[config.mk]
export PLATFORM = sky130hd
export DESIGN_NAME = dst_stream
export DESIGN_NICKNAME = d
export VERILOG_FILES = /design/src/rtl/dst_stream_pkg.sv /design/src/rtl/stream_skid2.sv /design/src/rtl/dst_stream.sv
export SDC_FILE = /design/constraint.sdc
export NUM_CORES = 1
export LEC_CHECK = 0
export CAP_MARGIN = 20
export CORE_MARGIN = 3
export CORE_UTILIZATION = 53
export CTS_BUF_LIST = sky130_fd_sc_hd__clkbuf_4 sky130_fd_sc_hd__clkbuf_8
export CTS_CLUSTER_SIZE = 8
export DETAILED_ROUTE_END_ITERATION = 8
export PLACE_DENSITY = 0.9
export SYNTH_ARGS = -nofsm -noshare
export SYNTH_HDL_FRONTEND = slang
export SYNTH_SLANG_ARGS = --single-unit
export TNS_END_PERCENT = 100
[constraint.sdc]
create_clock -name clk -period 2.6 [get_ports clk]
set_input_delay 0.26 -clock clk [delete_from_list [all_inputs] [get_ports clk]]
set_output_delay 0.26 -clock clk [all_outputs]
set_load 0.01 [all_outputs]
[src/rtl/dst_stream_pkg.sv]
// rtl/dst_stream_pkg.sv - shared state encoding and size defaults for dst_stream
package dst_stream_pkg;

    localparam int DST_DEPTH = 8;
    localparam int DST_AW    = 3;

    typedef enum logic [1:0] {
        IDLE  = 2'd0,
        RUN   = 2'd1,
        FLUSH = 2'd2
    } state_e;

endpackage

[src/rtl/stream_skid2.sv]
// rtl/stream_skid2.sv - two-entry 64-bit FIFO feeding the stream output
module stream_skid2 (
    input  logic        clk,
    input  logic        rst_n,
    input  logic        push,
    input  logic [63:0] push_data,
    input  logic        pop,
    output logic [63:0] pop_data,
    output logic        full,
    output logic        empty
);

    logic [63:0] mem_q [2];
    logic        wr_ptr_q;
    logic        rd_ptr_q;
    logic [1:0]  cnt_q;

    always_ff @(posedge clk or negedge rst_n) begin
        if (!rst_n) begin
            mem_q[0] <= '0;
            mem_q[1] <= '0;
            wr_ptr_q <= 1'b0;
            rd_ptr_q <= 1'b0;
            cnt_q    <= 2'd0;
        end else begin
            if (push) begin
                mem_q[wr_ptr_q] <= push_data;
                wr_ptr_q        <= ~wr_ptr_q;
            end
            if (pop) begin
                rd_ptr_q <= ~rd_ptr_q;
            end
            case ({push, pop})
                2'b10:   cnt_q <= cnt_q + 2'd1;
                2'b01:   cnt_q <= cnt_q - 2'd1;
                default: cnt_q <= cnt_q;
            endcase
        end
    end

    // Head entry only moves on pop, so it stays stable while the consumer stalls.
    assign pop_data = mem_q[rd_ptr_q];
    assign full     = (cnt_q == 2'd2);
    assign empty    = (cnt_q == 2'd0);

endmodule

[src/rtl/dst_stream.sv]
// rtl/dst_stream.sv - drains len result-buffer words onto an AXI-Stream master
module dst_stream
    import dst_stream_pkg::*;
#(
    parameter int DEPTH = DST_DEPTH,
    parameter int AW    = DST_AW
) (
    input  logic          clk,
    input  logic          rst_n,
    input  logic          start,
    input  logic [AW:0]   len,
    output logic          busy,
    output logic          done,
    input  logic          outr,
    output logic          dst_v,
    output logic [AW-1:0] dst_a,
    input  logic [63:0]   dst_d,
    output logic          m_axis_tvalid,
    input  logic          m_axis_tready,
    output logic [63:0]   m_axis_tdata,
    output logic          m_axis_tlast
);

    localparam logic [AW:0] LEN_MAX = DEPTH[AW:0];
    localparam logic [AW:0] ONE     = 1;

    state_e      state_q, state_d;
    logic [AW:0] len_q, len_d;
    logic [AW:0] rd_cnt_q, rd_cnt_d;
    logic [AW:0] beat_cnt_q, beat_cnt_d;
    logic        inflight_q;
    logic        done_q, done_d;
    logic        fifo_full, fifo_empty;
    logic [1:0]  occ;
    logic        pop, len_ok, credit_ok;

    assign len_ok = (len != '0) && (len <= LEN_MAX);
    assign pop    = m_axis_tvalid && m_axis_tready;
    assign occ    = fifo_full ? 2'd2 : (fifo_empty ? 2'd0 : 2'd1);

    // A slot freed by this cycle's pop is reusable, keeping one beat per cycle.
    assign credit_ok = ({1'b0, occ} + {2'b00, inflight_q}) < ({2'b00, pop} + 3'd2);

    always_comb begin
        state_d    = state_q;
        len_d      = len_q;
        rd_cnt_d   = rd_cnt_q;
        beat_cnt_d = beat_cnt_q;
        dst_v      = 1'b0;
        done_d     = 1'b0;
        case (state_q)
            IDLE: begin
                if (start && len_ok) begin
                    state_d    = RUN;
                    len_d      = len;
                    rd_cnt_d   = '0;
                    beat_cnt_d = '0;
                end
            end
            RUN: begin
                if ((rd_cnt_q < len_q) && !outr && credit_ok) begin
                    dst_v    = 1'b1;
                    rd_cnt_d = rd_cnt_q + ONE;
                    if (rd_cnt_q + ONE == len_q) begin
                        state_d = FLUSH;
                    end
                end
            end
            FLUSH: begin
            end
            default: state_d = IDLE;
        endcase
        if (pop) begin
            beat_cnt_d = beat_cnt_q + ONE;
            if (m_axis_tlast) begin
                state_d = IDLE;
                done_d  = 1'b1;
            end
        end
    end

    always_ff @(posedge clk or negedge rst_n) begin
        if (!rst_n) begin
            state_q    <= IDLE;
            len_q      <= '0;
            rd_cnt_q   <= '0;
            beat_cnt_q <= '0;
            inflight_q <= 1'b0;
            done_q     <= 1'b0;
        end else begin
            state_q    <= state_d;
            len_q      <= len_d;
            rd_cnt_q   <= rd_cnt_d;
            beat_cnt_q <= beat_cnt_d;
            inflight_q <= dst_v;
            done_q     <= done_d;
        end
    end

    stream_skid2 u_fifo (
        .clk       (clk),
        .rst_n     (rst_n),
        .push      (inflight_q),
        .push_data (dst_d),
        .pop       (pop),
        .pop_data  (m_axis_tdata),
        .full      (fifo_full),
        .empty     (fifo_empty)
    );

    assign busy          = (state_q != IDLE);
    assign done          = done_q;
    assign dst_a         = rd_cnt_q[AW-1:0];
    assign m_axis_tvalid = !fifo_empty;
    assign m_axis_tlast  = m_axis_tvalid && (beat_cnt_q + ONE == len_q);

endmodule
==> metrics.md <==
| Metric | Value |
|---|---|
| Mapped Area | roughly 0.0066 mm2 |
| Leak | 3.66 nW |
| # diodes | 0 |
| Vias | 4187 |
| First-pass GRT wire length | between 20 and 25 mm |
| Drt first pass iters | 4 |
| Final instance area | roughly 0.0087 mm2 |
| Clock transition at the registers of the reported paths | 0.07 ns |
| Tmin final | ~2.4 ns |
| Fin util | 71.6% |
| Final ANT Viol Nets | 0 |
| Post-synth EDFFs | 0 |
| Sinks on Clock Net | between 100 and 150 |
| Worst VDD drop | 0.651 mV |
| Gr usage total | a little over a fifth |
| Post-synth top area share | 55.7% |
| Average cell area after synthesis | 14.6 um2 |
| Synthesized flop and latch total | 148 |
| Routability cong. | approximately 0.83 |
| Hold Path Class | in -> async |
| Initial antenna violation count | 0 |
| Chip Height | 118 um |
| Post-CTS Setup Bufs | 0 |
| CP arrival | approximately 2.2 ns |
| Reg-to-Reg End | state_q[1] |
| Vias/cell | between 5 and 6 |
| Pins Over Slew Limit | 0 |
| CTS tree | yes |
| Area taken by multi-input logic gates | 0.00281 mm2 |
| Pwr/cell area | 1320 mW/mm2 |
| Core ar. | 0.0121 mm2 |
| Outcome | finished clean |
| Final hold violation count | 0 |
| Commonest cells in the netlist | mux2_2, dfrtp_1, mux2_1, clkbuf_1 |
| Fin crit share | roughly 93% |
| Crit-path max FO | 18 |
| Largest net degree at the start of global routing | 61 |
| Final wirelength | ~14 mm |
| Path depth of the worst reg2reg path | 5 |
| DR iter-0 viols | 215 |
| Area post-placement | 0.00831 mm2 |
| CTS max path bufs | 2 |
| Ys flop type | dfrtp_1 |
| # DRC | 0 |
| Initial Util | between 50% and 60% |
| Fmax | between 0.4 and 0.5 GHz |
| Cells after DPL | 752 |
| Cell count after synthesis | ~460 |
| Final HPWL DP | 9.64 mm |
| Total die area | 0.0139 mm2 |
| Synthesized Nets | ~540 |
| Post-route setup TNS | 0 ns |
| H-Tree Depth | 4 |
| RSZ-0062 raised after global routing | no |
| # IOs | 145 |
| Fraction of synthesis flops using an asynchronous set or reset pin | 100% |
| Setup violators final | 0 |
| Root buffer cell | clkbuf_8 |
| Yosys top cell by area | dfrtp_1 |
| WP data required | between 2 and 2.5 ns |
| WL per Instance | 17.8 um |
| # fillers | 816 |
| Syn. warnings | 0 |
| R2R setup slack | 0.42 ns |
| RR Startpoint | rd_cnt_q[1] |
| Number of global-route vias before repair | 4647 |
| Synth-to-layout area growth | 30.6% |
| GRT overflow | 0 |
| Finished Layout Cells | 781 |
| CP startpoint kind | flip-flop |
| Max Cap Violations | 0 |
| Relative slew slack | 54.1% |
| Distinct cells, synth | 36 |
| Share of layout cells above drive strength 1 | around a third |
| Worst-margin pin slew | 0.684 ns |
| Setup CP Type | reg -> out |
| Chip Width | around 120 um |
| Final Net Count | just under 700 |
| Crit end category | output pin |
| Sequential-to-total area share from yosys stat | 55.7% |
| Clk_lat worst skew | ~0.44 ns |
| FP Rows | 40 |
| Register Area | 0.00371 mm2 |
| Top post-synthesis cells by area | dfrtp_1, mux2_2, mux2_1 |
| Top-count cell post-synth | mux2_2 |
| Num CTS Buffers | 17 |
| Worst clock skew | 0.00684 ns |
| Port bufs | about 140 |
==> metal layers <==
metal | vias to the layer above | routed length (um) | track usage (%)
li1 | 1920 | - | -
met1 | 2119 | 5980 | 26.7
met2 | 130 | 6990 | 35.8
met3 | 18 | 735 | 5.86
met4 | 0 | 217 | 7.77
met5 | - | 0 | 0
==> area by class of cell <==
class                      count  area share, %
multi-input combinational    273           32.3
clock buffer                  23           3.50
inverter                      10          0.433
sequential                   148           42.7
tap                          168           2.42
clock inverter                 5          0.606
timing repair buffer         154           18.0
==> per-stage QoR <==
step	worst slack, ns	power [mW]	hold WS (ns)
after detailed placement	0.390	9.86	0.246
after global routing	0.0211	12.1	0.353
after CTS	0.00382	11.5	0.329
after floorplan	0.605	7.32	-0.0356
final	0.170	11.4	0.331
after global placement	0.401	9.57	0.237
==> critical path, cell delays in order, from the launching register on <==
cell and delay (ns):
dfrtp_4 0.63, buf_4 0.26, mux2_2 0.36, clkdlybuf4s50_1 0.48
==> how the worst max path moves through the flow <==
stage,to,start,cells past startpoint,slack (ns)
after floorplan,state_q[1],rd_cnt_q[0],5,0.60
after global placement,dst_v,m_axis_tready,5,0.40
after detailed placement,dst_v,m_axis_tready,5,0.39
after CTS,m_axis_tdata[44],u_fifo.rd_ptr_q,3,0.004
after global routing,dst_v,len_q[2],6,0.02
final,m_axis_tdata[44],u_fifo.rd_ptr_q,3,0.17
==> cell usage in the layout, fill, tap and decap left out, types with 2 or more instances in the layout <==
master	instances
clkbuf_4	2
mux2_2	172
nand4_1	3
ha_1	8
nand3_1	4
buf_4	6
mux2i_1	3
dfrtp_1	147
o21ai_0	3
nor2b_1	2
o22ai_1	2
inv_1	8
clkinv_2	3
xor2_1	5
nor2_1	7
nand2b_1	2
xnor3_1	2
clkdlybuf4s50_1	141
clkbuf_8	21
a21oi_1	2
nand2_1	5
mux2_1	24
xnor2_1	7
o21ai_1	4
inv_2	2
nand3b_1	2
buf_12	3
or3_1	2
or4_1	2
==> report_power, final <==
| part | internal (mW) | switching, mW |
|---|---|---|
| registers | 3.47 | 0.724 |
| clock network | 0.853 | 0.778 |
| logic | 3.49 | 2.10 |
==> what timing repair did <==
action | 4_1_cts | 5_1_grt
hold buffers | 1 | 0
setup endpoints to repair | 1 | 40
gates resized for setup | 1 | 2
pin swaps | 1 | 0
hold endpoints to repair | 53 | 0
==> logic make-up after synthesis <==
| family | Yosys count | share of synthesized area [%] |
|---|---|---|
| XOR/XNOR | 15 | 2.62 |
| adder cells (fa/ha/maj) | 8 | 1.51 |
| AND/OR/NAND/NOR | 34 | 2.67 |
| buffers and inverters | 34 | 2.20 |
| AO/OA/AOI/OAI | 17 | 1.60 |
| flip-flops | 148 | 55.7 |
| multiplexers | 199 | 33.7 |
==> sequential cells by signal (all words and copies together) (netlist names), 2 cells and up <==
signal        count
u_fifo.mem_q    128
rd_cnt_q          4
beat_cnt_q        4
state_q           2
len_q             4
u_fifo.cnt_q      2
No activity file was read; power rests on OpenSTA's default activity.
